`src/rtl/hazard_ctrl.sv`:
```
// Hazard controller for the 5-stage MIPS pipeline.
// Produces stall/flush controls for PC, IF/ID, ID/EX, EX/MEM and MEM/WB,
// freezes the whole pipe while data memory is busy, latches a sticky halt
// when memory stays busy too long, and keeps saturating event counters.
module hazard_ctrl #(
  parameter int MAX_MEM_WAIT = 16,
  parameter int CNT_W        = 32
) (
  input  logic             clk,
  input  logic             rst,
  input  logic [4:0]       instructionRsID,
  input  logic [4:0]       instructionRtID,
  input  logic             usesRsID,
  input  logic             usesRtID,
  input  logic             branchID,
  input  logic             branchTakenID,
  input  logic             regWriteEX,
  input  logic             memReadEX,
  input  logic [4:0]       writeRegEX,
  input  logic             memReadMEM,
  input  logic [4:0]       writeRegMEM,
  input  logic             dmemBusy,
  output logic             pcWrite,
  output logic             ifIdStall,
  output logic             ifIdFlush,
  output logic             idExStall,
  output logic             idExFlush,
  output logic             exMemStall,
  output logic             memWbFlush,
  output logic             halted,
  output logic [CNT_W-1:0] stallCycles,
  output logic [CNT_W-1:0] flushCount
);

  localparam int WCNT_W = (MAX_MEM_WAIT > 1) ? $clog2(MAX_MEM_WAIT) : 1;
  localparam logic [WCNT_W-1:0] WAIT_ONE  = WCNT_W'(1);
  localparam logic [WCNT_W-1:0] WAIT_LAST = WCNT_W'(MAX_MEM_WAIT - 1);
  localparam logic [CNT_W-1:0]  CNT_ONE   = CNT_W'(1);

  typedef enum logic [1:0] {
    RUN      = 2'd0,
    MEM_WAIT = 2'd1,
    HALT     = 2'd2
  } state_t;

  state_t             state_q, state_d;
  logic [WCNT_W-1:0]  wait_cnt_q, wait_cnt_d;
  logic [CNT_W-1:0]   stall_cnt_q, stall_cnt_d;
  logic [CNT_W-1:0]   flush_cnt_q, flush_cnt_d;

  logic m_ex, m_mem;
  logic load_use, br_ex, br_ld, data_haz, freeze;

  // Counters stick at all-ones instead of wrapping.
  function automatic logic [CNT_W-1:0] sat_inc(input logic [CNT_W-1:0] v);
    return (&v) ? v : v + CNT_ONE;
  endfunction

  // ID source-operand match against a producer; register 0 never matches.
  assign m_ex  = (usesRsID && (writeRegEX  != 5'd0) && (instructionRsID == writeRegEX)) ||
                 (usesRtID && (writeRegEX  != 5'd0) && (instructionRtID == writeRegEX));
  assign m_mem = (usesRsID && (writeRegMEM != 5'd0) && (instructionRsID == writeRegMEM)) ||
                 (usesRtID && (writeRegMEM != 5'd0) && (instructionRtID == writeRegMEM));

  assign load_use = memReadEX && m_ex;
  assign br_ex    = branchID && regWriteEX && m_ex;
  assign br_ld    = branchID && memReadMEM && m_mem;
  assign data_haz = load_use || br_ex || br_ld;
  assign freeze   = dmemBusy || (state_q == HALT);

  // Pipeline controls by priority: reset, freeze, data hazard, redirect.
  always_comb begin
    pcWrite    = 1'b0;
    ifIdStall  = 1'b0;
    ifIdFlush  = 1'b0;
    idExStall  = 1'b0;
    idExFlush  = 1'b0;
    exMemStall = 1'b0;
    memWbFlush = 1'b0;
    if (rst) begin
      pcWrite = 1'b0;
    end else if (freeze) begin
      ifIdStall  = 1'b1;
      idExStall  = 1'b1;
      exMemStall = 1'b1;
      memWbFlush = 1'b1;
    end else if (data_haz) begin
      ifIdStall = 1'b1;
      idExFlush = 1'b1;
    end else if (branchTakenID) begin
      pcWrite   = 1'b1;
      ifIdFlush = 1'b1;
    end else begin
      pcWrite = 1'b1;
    end
  end

  // Memory-wait timeout FSM: counts consecutive busy edges, halts on the limit.
  always_comb begin
    state_d    = state_q;
    wait_cnt_d = wait_cnt_q;
    case (state_q)
      RUN: begin
        if (dmemBusy) begin
          state_d    = MEM_WAIT;
          wait_cnt_d = WAIT_ONE;
        end
      end
      MEM_WAIT: begin
        if (!dmemBusy) begin
          state_d    = RUN;
          wait_cnt_d = '0;
        end else if (wait_cnt_q == WAIT_LAST) begin
          state_d = HALT;
        end else begin
          wait_cnt_d = wait_cnt_q + WAIT_ONE;
        end
      end
      HALT:    state_d = HALT;
      default: begin
        state_d    = RUN;
        wait_cnt_d = '0;
      end
    endcase
  end

  // Next values of the saturating performance counters.
  always_comb begin
    stall_cnt_d = stall_cnt_q;
    flush_cnt_d = flush_cnt_q;
    if (freeze || data_haz) stall_cnt_d = sat_inc(stall_cnt_q);
    if (ifIdFlush)          flush_cnt_d = sat_inc(flush_cnt_q);
  end

  // State and counter registers with synchronous reset.
  always_ff @(posedge clk) begin
    if (rst) begin
      state_q     <= RUN;
      wait_cnt_q  <= '0;
      stall_cnt_q <= '0;
      flush_cnt_q <= '0;
    end else begin
      state_q     <= state_d;
      wait_cnt_q  <= wait_cnt_d;
      stall_cnt_q <= stall_cnt_d;
      flush_cnt_q <= flush_cnt_d;
    end
  end

  assign halted      = (state_q == HALT);
  assign stallCycles = stall_cnt_q;
  assign flushCount  = flush_cnt_q;

endmodule

```
`config.mk`:
```
export PLATFORM = sky130hd
export DESIGN_NAME = hazard_ctrl
export DESIGN_NICKNAME = d
export VERILOG_FILES = /design/src/rtl/hazard_ctrl.sv
export SDC_FILE = /design/constraint.sdc
export NUM_CORES = 1
export LEC_CHECK = 0
export CAP_MARGIN = 20
export CORE_MARGIN = 10
export CORE_UTILIZATION = 49
export DETAILED_ROUTE_END_ITERATION = 10
export GPL_TIMING_DRIVEN = 0
export PLACE_DENSITY_LB_ADDON = 0.15
export SLEW_MARGIN = 15
export SYNTH_ARGS = -nofsm -noshare
export SYNTH_HDL_FRONTEND = slang
export SYNTH_SLANG_ARGS = --single-unit
```
`constraint.sdc`:
```
create_clock -name clk -period 2.9 [get_ports clk]
set_input_delay 0.29 -clock clk [delete_from_list [all_inputs] [get_ports clk]]
set_output_delay 0.29 -clock clk [all_outputs]
set_load 0.005 [all_outputs]
```
== After elaboration in Yosys (flattened, before gate mapping) ==
Cells that the tools add are included.
Operators by class
  add/sub/neg operators: 3
  equality and inequality tests: 10
  muxes and demuxes: 22
  bitwise gates (word level): 3
  reductions and logical operators: 28
Operator list (number)
  32-bit by 1-bit adder with 32-bit output, second input constant: 2
  32-bit AND reduction: 2
  5-bit equality test: 4
  1-bit two-way mux: 14
  1-bit logical AND: 13
  4-bit two-way mux: 3
  4-bit case mux with 3 select lines: 1
  5-bit nonzero test: 2
  1-bit logical OR: 6
  2-bit two-way mux: 3
  3-bit != test, second input constant: 2
  2-bit case mux with 3 select lines: 1
  2-bit AND reduction: 3
  4-bit by 1-bit adder with 4-bit output, second input constant: 1
  4-bit equality test, second input constant: 1
  1-bit inverter: 3
  3-bit AND reduction: 1
  2-bit by 1-bit equality test with 1-bit output, second input constant: 1
  2-bit equality test, second input constant: 1
  2-bit logical NOT: 1
  2-bit != test, second input constant: 1
Storage, ports and cells
  bits in registers: 70
  output and inout port bits: 72
  logic and storage cells: 70

== Longest topological paths before layout ==
Gate-level depths: netlist of the first run.
  word-level depth: 11
  mapped depth: 10

== Worst setup path after synthesis of the first run ==
No wires, ideal clock.
  path kind: flip-flop to flip-flop
  start: reg flush_cnt_q[0], in the netlist flushCount[0]
  end: reg flush_cnt_q[14], in the netlist flushCount[14]
  arrival time: 2102 ps
  setup slack: 670 ps
  cell stages (with the launch flop): 10
  path buffers: 1
  cells stage by stage: dfxtp_1 > ha_1 > nand2_1 > nor3_2 > nand3_2 > o21ai_4 > buf_2 > nor3_1 > xnor2_1 > nor2_1
Between the ends
  longest elaborated chain between the ends: 3
  elaborated cells between the ends (all ways): 4
RTL lines
  from (decl): RTL line 49  | logic [CNT_W-1:0] flush_cnt_q, flush_cnt_d;
  from (signal assigned): RTL line 146  | flush_cnt_q <= flush_cnt_d;
  parallel branches: the longest is 3 deep, another holds 32-bit by 1-bit adder with 32-bit output
Parallel ways; which one is timed is not known.
A chain may end at the register's enable or synchronous reset.

== Final worst setup path of the first run ==
  start: in writeRegMEM[2]
  end: out ifIdStall
Between the ends
  longest elaborated chain between the ends: 9
  elaborated cells between the ends (all ways): 13
RTL lines
  from (decl): RTL line 21  | input logic [4:0] writeRegMEM,
  5-bit nonzero test: RTL line 62, 63
  1-bit logical AND, on equally long branches (2 in series): RTL line 62, 63
  1-bit logical OR *: RTL line 62  | assign m_mem = (usesRsID && (writeRegMEM != 5'd0) && (instructionRsID == writeRegMEM)) ||
  1-bit logical AND *: RTL line 67  | assign br_ld = branchID && memReadMEM && m_mem;
  1-bit logical OR *: RTL line 68  | assign data_haz = load_use || br_ex || br_ld;
  1-bit two-way mux *: RTL line 87  | end else if (data_haz) begin
  1-bit two-way mux *: RTL line 82  | end else if (freeze) begin
  1-bit two-way mux *: RTL line 80  | if (rst) begin
  to (decl): RTL line 24  | output logic ifIdStall,
Every way passes the cells marked *; elsewhere a longest branch is shown, timed or not.

==> metrics.txt, run 1 <==
number of non-filler instances in the completed layout roughly 680; hpwl dp roughly 8.4 mm; LEAKAGE ~0.0017 uW; start of the worst register-to-register path flushCount[0]$_SDFFE_PP0P_; fraction of final layout cells with drive strength greater than 1 0.1105; ys flop type sky130_fd_sc_hd__dfxtp_1; area fraction of the dominant cell type after synthesis 0.3659; post-synth top area cell sky130_fd_sc_hd__dfxtp_1; detailed-router iteration count before antenna repair 4; max-cap check violation count 0; count of port buffers added during placement ~100; cell count after placement between 600 and 700; Fill cells 657; Max Clk Rate 0.3557 GHz; clock transition at the register clock pins on the worst setup and hold paths after CTS around 80 ps; slew at the pin closest to its max-slew limit 772.9 ps; Final Hold Fails 0; total wirelength of the detailed-routed design 11.49 mm; via/cell ratio roughly 5.6; number of flip-flops and latches in the synthesized netlist 70; horizontal extent of the die ~110 um; Antenna Diode Count 0; post-synthesis share of cell area spent on xor and xnor gates 0.1624; post-route antenna net violation count 0; Net count, final 607; Max rail drop VDD around 0.24 mV; clock tree from TritonCTS done; tightest slew margin relative to the limit 0.4775; post-synthesis simple-gate area fraction 0.3388; status completed; netlist area before placement about 3800 um2; critical path startpoint category input pin; clock insertion delay at the later pin of the skew report approximately 340 ps; unrepaired setup endpoints after global routing no; sequential standard cell area between 1000 and 1500 um2; HP Start stallCycles[23]$_SDFFE_PP0P_; last weighted congestion value of the routability-driven placer between 0.8 and 0.9; Data required, critical path between 2000 and 3000 ps; maximum number of buffers from clock root to sink 2; post-layout min period 2812 ps; number of standard cells after synthesis approximately 460; root buffer selected by CTS sky130_fd_sc_hd__clkbuf_8; CTS H-tree lvls 3; number of antenna violations at the first check in global routing 0; proportion of synthesized area in mux cells 0.02254; Cell Rows 32; number of global-route vias before repair around 3700; area occupied by multi-input gates approximately 2400 um2; TritonCTS Buffers 9; Starting DRT DRC Count between 150 and 200; count of boundary I/O pins 102; Final Slew Violations 0; via count around 3800; proportion of synthesized chip area in sequential cells 0.3659; total track usage 0.1926; CP arrival approximately 2500 ps; effective utilization at floorplan 0.5008; nets in the synthesized netlist roughly 500; unique cell type count in the Yosys netlist 56; worst setup path class in2out; Worst Setup End Kind output pin; DR DRC count 0; number of warnings printed during yosys synthesis 0; residual overflow from global routing 0; Std-Cell Core Area 7647 um2; Area contributors post-synth sky130_fd_sc_hd__dfxtp_1, sky130_fd_sc_hd__xnor2_1, sky130_fd_sc_hd__nor2_1, sky130_fd_sc_hd__nor3_1, sky130_fd_sc_hd__nand3_1; most used cells in the layout excluding fill and tap cells sky130_fd_sc_hd__clkdlybuf4s50_1, sky130_fd_sc_hd__nor2_1, sky130_fd_sc_hd__dfxtp_1, sky130_fd_sc_hd__xnor2_1, sky130_fd_sc_hd__nand3_1; top fanout value on the critical path 10; setup total negative slack 0 ps; proportion of synthesized flip-flops having asynchronous set or reset 0; global-route wire length before repair 18.75 mm; compound-gate portion of the synthesized area 0.06109; number of enable flip-flop cells after synthesis 0; final setup violating endpoints 0; register-to-register setup slack between 200 and 300 ps; total power divided by cell area roughly 370 nW/um2; post-route clock skew 8.125 ps; largest family of logic cells by synthesized area simple AND/OR/NAND/NOR gates; height of the die between 100 and 150 um; Die Outline Area ~12000 um2; area delta synth->final 37.41%; first element of the critical path writeRegMEM[2]; adder-cell area share of the yosys netlist 0.009801; most frequent standard cell in the layout excluding fill and tap cells sky130_fd_sc_hd__clkdlybuf4s50_1; maximum number of pins on one net before global-route repair 12; share of the cycle needed by the critical path after routing 0.9696; total number of clock tree sinks 70; final routed wire length divided by cell count ~17 um; worst hold path class reg2reg; Mapped Avg Cell Area ~8.3 um2
[cells by family after synthesis]
logic type | count (synthesis)
buffers and inverters | 30
and+or+nand+nor | 247
DFF | 70
xor gates and xnor gates | 71
AOI/OAI and AO/OA | 30
muxes | 8
adders and majority gates | 3
[critical path, cell delays in order]
cell                              delay, ps
sky130_fd_sc_hd__dlygate4sd2_1          280
sky130_fd_sc_hd__or3_1                  410
sky130_fd_sc_hd__o311a_1                320
sky130_fd_sc_hd__buf_4                  150
sky130_fd_sc_hd__a221oi_4               280
sky130_fd_sc_hd__clkbuf_4               290
sky130_fd_sc_hd__nor2_1                  50
sky130_fd_sc_hd__clkdlybuf4s50_1        440
[through the flow]
stage | util | total power, uW | hold WS, ps | worst slack [ps] | cell area [um2]
after global routing | 0.6882 | 2007 | 558.5 | 12.08 | 5263
final | 0.6882 | 1949 | 509.6 | 88.30 | 5263
after CTS | 0.6800 | 1943 | 510.0 | 1.881 | 5200
after global placement | 0.6497 | 1195 | 486.4 | -425.6 | 4969
after detailed placement | 0.6497 | 1199 | 495.6 | -482.4 | 4969
after floorplan | - | 1096 | 480.0 | 670.1 | 3830
[timing repair]
item | CTS | global route
hold buffers | 0 | 0
endpoints found under the setup margin | 5 | 25
pin swaps | 4 | 2
buffers inserted | 3 | 0
gates resized for setup | 8 | 18
[area by class of cell]
class | instances | area share
clock inverters | 3 | 0.003329
well taps | 102 | 0.02425
repair buffers | 104 | 0.1966
plain buffers | 23 | 0.02568
flip-flops and latches | 70 | 0.2663
multi-input cells | 359 | 0.4467
clock buffers | 13 | 0.03210
inverters | 7 | 0.004993
[cell usage after synthesis, types with 2 or more instances]
cell type and number:
sky130_fd_sc_hd__a21oi_1 9, sky130_fd_sc_hd__a31o_2 3, sky130_fd_sc_hd__and2_1 2, sky130_fd_sc_hd__and3_1 7
sky130_fd_sc_hd__and4_1 6, sky130_fd_sc_hd__buf_2 6, sky130_fd_sc_hd__buf_4 2, sky130_fd_sc_hd__buf_6 3
sky130_fd_sc_hd__clkbuf_1 10, sky130_fd_sc_hd__dfxtp_1 70, sky130_fd_sc_hd__ha_1 3, sky130_fd_sc_hd__inv_1 7
sky130_fd_sc_hd__mux2_2 5, sky130_fd_sc_hd__mux2i_1 3, sky130_fd_sc_hd__nand2_1 25, sky130_fd_sc_hd__nand2b_1 7
sky130_fd_sc_hd__nand3_1 30, sky130_fd_sc_hd__nand3b_1 2, sky130_fd_sc_hd__nand4_1 18, sky130_fd_sc_hd__nor2_1 77
sky130_fd_sc_hd__nor2b_1 7, sky130_fd_sc_hd__nor3_1 31, sky130_fd_sc_hd__nor3_2 3, sky130_fd_sc_hd__nor4_1 16
sky130_fd_sc_hd__nor4b_1 3, sky130_fd_sc_hd__o21ai_0 2, sky130_fd_sc_hd__o22ai_1 2, sky130_fd_sc_hd__or3_1 3
sky130_fd_sc_hd__xnor2_1 70
[worst paths after layout]
path                                                endpoint  depth (start not counted)
worst min register to register  stallCycles[23]$_SDFFE_PP0P_                          2
worst max-delay path                               ifIdStall                          8
worst max register to register   flushCount[14]$_SDFFE_PP0P_                          9
worst min-delay path            stallCycles[23]$_SDFFE_PP0P_                          2
[layer usage]
layer  part of all wire  up-vias  global-route usage
met5                  0        -                   0
met2               0.46      145              0.3039
met3              0.075       16             0.04997
met1               0.45     1827              0.2516
li1                   -     1840                   -
met4              0.014        0             0.06026
[state kept, by name (all words and copies together), names as in the netlist]
name         count
wait_cnt_q       4
flushCount      32
stallCycles     32
state_q          2
[power by group]
part,internal (uW),switching [uW]
sequential,967,9.18
clock,379,376
combinational,106,111
total,1450,496
No activity file was read; power rests on OpenSTA's default activity.
==> run 2: changes to the inputs <==
--- a/config.mk
+++ b/config.mk
@@ -9,7 +9,6 @@
 export CORE_MARGIN = 10
 export CORE_UTILIZATION = 49
 export DETAILED_ROUTE_END_ITERATION = 10
-export GPL_TIMING_DRIVEN = 0
 export PLACE_DENSITY_LB_ADDON = 0.15
 export SLEW_MARGIN = 15
 export SYNTH_ARGS = -nofsm -noshare
==> run 2 against run 1 <==
Compared with the run above: fmax about the same; utilization down 0.67 points; clock power up 29%; sequential power about the same; largest power group unchanged; highest routed layer unchanged.
==> metrics.txt, run 2 (synthesis gave the netlist of run 1 again) <==
status completed; area delta synth->final 36.07%; HP Start stallCycles[23]$_SDFFE_PP0P_; global-route wire length before repair 17.33 mm (-7.6%); total wirelength of the detailed-routed design 10.55 mm (-8.2%); total power divided by cell area 410.5 nW/um2 (+11%); maximum number of pins on one net before global-route repair 80 (+68); busiest layer in global routing met2; number of global-route vias before repair 3578 (-3.8%); fraction of final layout cells with drive strength greater than 1 0.09666 (-0.01387); share of the cycle needed by the critical path after routing 0.9687 (about the same); met2 Resource Use GR 0.2884 (-0.01552); final cell utilization of the core 0.6814 (-0.006708); most used cells in the layout excluding fill and tap cells sky130_fd_sc_hd__clkdlybuf4s50_1, sky130_fd_sc_hd__nor2_1, sky130_fd_sc_hd__xnor2_1, sky130_fd_sc_hd__dfxtp_1, sky130_fd_sc_hd__nor3_1; CP arrival 2520 ps (about the same); worst path cell trace clkdlybuf4s50_1 -> or3_1 -> o311a_1 -> a221o_1 -> inv_1 -> and2_1 -> clkdlybuf4s50_1; post-layout min period 2809 ps (-2.462 ps); start of the worst register-to-register path stallCycles[4]$_SDFFE_PP0P_; total track usage 0.1795 (-0.01315); post-CTS sizing 0 (-8); Final Hold Fails 0 (unchanged); Net count, final 597 (-1.6%); root buffer selected by CTS sky130_fd_sc_hd__clkbuf_8; critical register-to-register path endpoint stallCycles[1]$_SDFFE_PP0P_; total number of clock tree sinks 70 (unchanged); Starting DRT DRC Count 139 (-24%); post-route antenna net violation count 0 (unchanged); number of antenna violations at the first check in global routing 0 (unchanged); post-CTS setup buffers 0 (-3); setup total negative slack 0 ps (unchanged); Fill cells 642 (-2.3%); TritonCTS Buffers 9 (unchanged); last weighted congestion value of the routability-driven placer 0.8569 (-3.7%); Worst Reg2Reg Path Length in Cells 8 (-1); final hold slack 512.7 ps (+3.082 ps); CTS H-tree lvls 3 (unchanged); register-to-register setup slack 510 ps (+230 ps); Max rail drop VDD 0.3022 mV (+24%); worst setup timing slack at the placement stage 81.62 ps (+564.0 ps); Cell Rows 32 (unchanged); minimum setup slack in the final design 90.76 ps (+2.462 ps); LEAKAGE 0.001694 uW (-2.9%); clock insertion delay at the later pin of the skew report 350 ps (about the same); Die Outline Area 11750 um2 (unchanged); Final Slew Violations 0 (unchanged); residual overflow from global routing 0 (unchanged); depth of the worst hold-timing path 2 (unchanged); worst hold path class reg2reg; critical path startpoint category input pin; slew at the pin closest to its max-slew limit 801.9 ps (+29.01 ps); count of buffering cells on the critical path with inverters included 3 (-1); Worst Setup End Kind output pin; final routed wire length divided by cell count 15.72 um (-6.9%); effective utilization at floorplan 0.5008 (unchanged); Std-Cell Core Area 7647 um2 (unchanged); via/cell ratio 5.468 (-2.7%); Data required, critical path 2610 ps (about the same); met1 Usage GRT 0.2171 (-0.03446); count of port buffers added during placement 101 (unchanged); clock tree from TritonCTS done; clock transition at the register clock pins on the worst setup and hold paths after CTS 70 ps (about the same); Largest stage delay, worst path 500 ps (+60 ps); height of the die 108.4 um (unchanged); horizontal extent of the die 108.4 um (unchanged); final setup violating endpoints 0 (unchanged); most frequent cell on the critical path sky130_fd_sc_hd__clkdlybuf4s50_1; detailed-router iteration count before antenna repair 4 (unchanged); Antenna Diode Count 0 (unchanged); hpwl dp 7.785 mm (-7.7%); via count 3669 (-4.2%); most frequent standard cell in the layout excluding fill and tap cells sky130_fd_sc_hd__clkdlybuf4s50_1; Worst Hold Path EP stallCycles[23]$_SDFFE_PP0P_; tightest slew margin relative to the limit 0.4654 (-0.01208); max-cap check violation count 0 (unchanged); DR DRC count 0 (unchanged); cell with the largest stage delay on the worst path sky130_fd_sc_hd__clkdlybuf4s50_1; top fanout value on the critical path 3 (-7); hold-fix buffers at CTS 0 (unchanged); unrepaired setup endpoints after global routing no; CP delay by family, top buffers and inverters; maximum number of buffers from clock root to sink 2 (unchanged); worst setup path class in2out; count of boundary I/O pins 102 (unchanged); Final Total Pwr 2139 uW (+9.8%); Max Clk Rate 0.3560 GHz (about the same); post-route clock skew 10.62 ps (+2.494 ps); met3 track demand over resource 0.05830 (+0.008328)
run 2: changes by cell type in the layout (fill, tap and decap cells not counted), moves of 3 or more:
cell / before / now
sky130_fd_sc_hd__clkbuf_1: 7 / 0
sky130_fd_sc_hd__buf_6: 3 / 0
sky130_fd_sc_hd__clkdlybuf4s50_1: 96 / 100
sky130_fd_sc_hd__buf_2: 5 / 1
sky130_fd_sc_hd__clkbuf_2: 4 / 0
sky130_fd_sc_hd__dlygate4sd2_1: 3 / 0
sky130_fd_sc_hd__buf_4: 6 / 16
run 2: tightest hold or removal path, stage by stage (launching register included):
cell                      delay (ps)
sky130_fd_sc_hd__dfxtp_1         340
sky130_fd_sc_hd__o31ai_1          70
sky130_fd_sc_hd__a21oi_1          50
run 2: through the flow:
| step | area [um2] | cells |
|---|---|---|
| 2_1_floorplan | 3830 | 459 |
| 3_3_place_gp | 4959 | 655 |
| 3_5_place_dp | 4959 | 655 |
| 4_1_cts | 5211 | 671 |
| 5_1_grt | 5211 | 671 |
| 6_report | 5211 | 671 |
run 2: report_power, final:
group / switching (uW) / internal, uW / total [uW]
combinational: 93.6 / 97.9 / 192
clock: 369 / 602 / 971
sequential: 9.05 / 968 / 977
run 2: area by class of cell:
class,count,area [um2],area share
Clock buffer,14,192.7,0.03697
Tap cell,102,127.6,0.02449
Sequential cell,70,1401,0.2689
Timing Repair Buffer,117,1126,0.2161
Clock inverter,2,60.06,0.01152
Inverter,7,26.28,0.005042
Multi-Input combinational cell,359,2277,0.4370
run 2: how the worst max path moves through the flow:
| stage | start | to | slack [ps] | depth (start not counted) |
|---|---|---|---|---|
| finish | writeRegMEM[0] | ifIdFlush | 90 | 7 |
| floorplan | flushCount[0]$_SDFFE_PP0P_ | flushCount[14]$_SDFFE_PP0P_ | 670 | 9 |
| global placement | writeRegMEM[0] | ifIdFlush | 110 | 7 |
| global route | state_q[0]$_SDFFE_PP0P_ | ifIdFlush | 2 | 7 |
| detailed placement | writeRegMEM[0] | ifIdFlush | 80 | 7 |
| CTS | writeRegMEM[0] | ifIdFlush | 60 | 7 |
run 2: routing by layer:
metal	wire length, um	vias to the layer above	part of all wire
met2	4939	108	0.47
met1	4574	1729	0.43
met4	160	0	0.015
li1	-	1819	-
met3	873	13	0.083
met5	0	-	0
==> run 3: changes to the inputs <==
--- a/config.mk
+++ b/config.mk
@@ -7,8 +7,9 @@
 export LEC_CHECK = 0
 export CAP_MARGIN = 20
 export CORE_MARGIN = 10
-export CORE_UTILIZATION = 49
+export CORE_UTILIZATION = 50
 export DETAILED_ROUTE_END_ITERATION = 10
+export DONT_BUFFER_PORTS = 1
 export PLACE_DENSITY_LB_ADDON = 0.15
 export SLEW_MARGIN = 15
 export SYNTH_ARGS = -nofsm -noshare
==> run 3 against run 2 <==
Compared with the run above: worst hold slack lost 490 ps; global-route usage shrank 1.8 points; via count is 12% lower; flip-flop and latch count unchanged; wire length down 9.3%; combinational power is 48% lower; clock-buffer cell count decreased by 1; largest cell class unchanged; highest routed layer unchanged.
==> metrics.txt, run 3 (synthesis gave the netlist of run 1 again) <==
post-CTS sizing 0 (unchanged); most used cells in the layout excluding fill and tap cells sky130_fd_sc_hd__nor2_1, sky130_fd_sc_hd__xnor2_1, sky130_fd_sc_hd__dfxtp_1, sky130_fd_sc_hd__nor3_1, sky130_fd_sc_hd__nand3_1; tightest slew margin relative to the limit 0.4279 (-0.03753); final routed wire length divided by cell count 17.03 um (+8.3%); Max rail drop VDD 0.3397 mV (+12%); HP Start rst; top fanout value on the critical path 18 (+15); last weighted congestion value of the routability-driven placer 0.9482 (+11%); worst setup path class reg2out; slew at the pin closest to its max-slew limit 858.0 ps (+56.07 ps); clock tree from TritonCTS done; Comb power frac 0.050 (-0.040); post-route antenna net violation count 0 (unchanged); Int Power 1569 uW (-5.9%); Starting DRT DRC Count 139 (unchanged); critical register-to-register path endpoint flushCount[12]$_SDFFE_PP0P_; post-layout min period 2681 ps (-128.7 ps); detailed-router iteration count before antenna repair 5 (+1); hpwl dp 6.993 mm (-10%); Worst Reg2Reg Path Length in Cells 7 (-1); clock transition at the register clock pins on the worst setup and hold paths after CTS 70 ps (about the same); horizontal extent of the die 107.5 um (-0.82%); fraction of final layout cells with drive strength greater than 1 0.1015 (+0.004851); root buffer selected by CTS sky130_fd_sc_hd__clkbuf_8; max-cap check violation count 0 (unchanged); switching power of the nets 422.9 uW (-10%); sequential fraction of design power 0.492 (+0.035); final hold slack 22.33 ps (-490.4 ps); LEAKAGE 0.001298 uW (-23%); post-route clock skew 9.668 ps (-0.9505 ps); unrepaired setup endpoints after global routing no; portion of total power attributed to the clock network 0.458 (+0.004); maximum number of pins on one net before global-route repair 81 (+1.3%); Cell Rows 31 (-3.1%); net switching share of the total power 0.2123 (-0.008059); final setup violating endpoints 0 (unchanged); hold-fix buffers at CTS 0 (unchanged); maximum number of buffers from clock root to sink 2 (unchanged); total power divided by cell area 480.4 nW/um2 (+17%); share of the cycle needed by the critical path after routing 0.9243 (-0.04436); Worst Setup End Kind output pin; most frequent standard cell in the layout excluding fill and tap cells sky130_fd_sc_hd__nor2_1; Die Outline Area 11560 um2 (-1.6%); critical path endpoint ifIdFlush; worst hold path class in2reg; total track usage 0.1614 (-0.01808); setup total negative slack 0 ps (unchanged); global-route wire length before repair 15.49 mm (-11%); Net count, final 491 (-18%); total number of clock tree sinks 70 (unchanged); total wirelength of the detailed-routed design 9.570 mm (-9.3%); number of antenna violations at the first check in global routing 0 (unchanged); area delta synth->final 8.298%; status completed; residual overflow from global routing 0 (unchanged); via/cell ratio 5.765 (+5.4%); clock insertion delay at the later pin of the skew report 330 ps (-20 ps); first element of the critical path state_q[0]$_SDFFE_PP0P_; Final Slew Violations 0 (unchanged); CP arrival 2390 ps (-130 ps); start of the worst register-to-register path state_q[0]$_SDFFE_PP0P_; count of boundary I/O pins 102 (unchanged); Final Hold Fails 0 (unchanged); Antenna Diode Count 0 (unchanged); Data required, critical path 2610 ps (about the same); Max Clk Rate 0.3731 GHz (+4.8%); register-to-register setup slack 340 ps (-170 ps); critical path startpoint category flip-flop; post-CTS setup buffers 0 (unchanged); Std-Cell Core Area 7370 um2 (-3.6%); count of port buffers added during placement 0 (-100%); CTS H-tree lvls 3 (unchanged); effective utilization at floorplan 0.5197 (+0.01888); TritonCTS Buffers 9 (unchanged); number of global-route vias before repair 3089 (-14%); DR DRC count 0 (unchanged); via count 3240 (-12%); height of the die 107.5 um (-0.82%)
## run 3: worst min-delay path by stage
stage,depth (start not counted),endpoint,slack [ps]
2_1_floorplan,2,wait_cnt_q[1]$_SDFFE_PP0P_,480
3_3_place_gp,1,flushCount[1]$_SDFFE_PP0P_,370
3_5_place_dp,1,state_q[1]$_SDFFE_PP0P_,370
4_1_cts,1,state_q[1]$_SDFFE_PP0P_,6
5_1_grt,1,state_q[1]$_SDFFE_PP0P_,3
6_report,1,state_q[1]$_SDFFE_PP0P_,20
## run 3: power groups by stage
stage | logic [uW] | clock network, uW | registers (uW)
after floorplan | 99.7 | 0 | 997
after global placement | 96.6 | 0 | 1000
after detailed placement | 98.4 | 0 | 1000
after CTS | 98.9 | 941 | 979
after global routing | 111 | 987 | 981
final | 100 | 913 | 979
## run 3: area by class of cell
cell class                 instances  area [um2]
clock inverter                     3       65.06
fill                             696        3222
clock buffer                      13       168.9
tap                               99       123.9
inverter                           7       26.28
timing repair buffer              11       85.08
sequential                        70        1401
multi-input combinational        359        2277
## run 3: through the flow
step | instance area, um2 | worst slack [ps] | std cells | util | power [uW]
CTS | 4138 | 170.0 | 561 | 0.5615 | 2020
global route | 4148 | 48.21 | 562 | 0.5628 | 2079
floorplan | 3830 | 670.1 | 459 | - | 1096
global placement | 3904 | 403.9 | 545 | 0.5297 | 1098
detailed placement | 3904 | 325.8 | 545 | 0.5297 | 1100
finish | 4148 | 219.4 | 562 | 0.5628 | 1992
## run 3: worst max-delay path, cell delays in order, from the launching register on
cell and delay, ps:
sky130_fd_sc_hd__dfxtp_1 470, sky130_fd_sc_hd__nand2b_1 190, sky130_fd_sc_hd__inv_1 80, sky130_fd_sc_hd__or3_1 340, sky130_fd_sc_hd__a221o_1 590, sky130_fd_sc_hd__inv_1 210
sky130_fd_sc_hd__and2_1 170
## run 3: routing by layer
layer  track usage  up-vias  wire (um)
met5             0        -          0
met4       0.05821        0        128
li1              -     1608          -
met3       0.06886       10       1041
met2        0.2502      107       4304
met1        0.1946     1515       4096
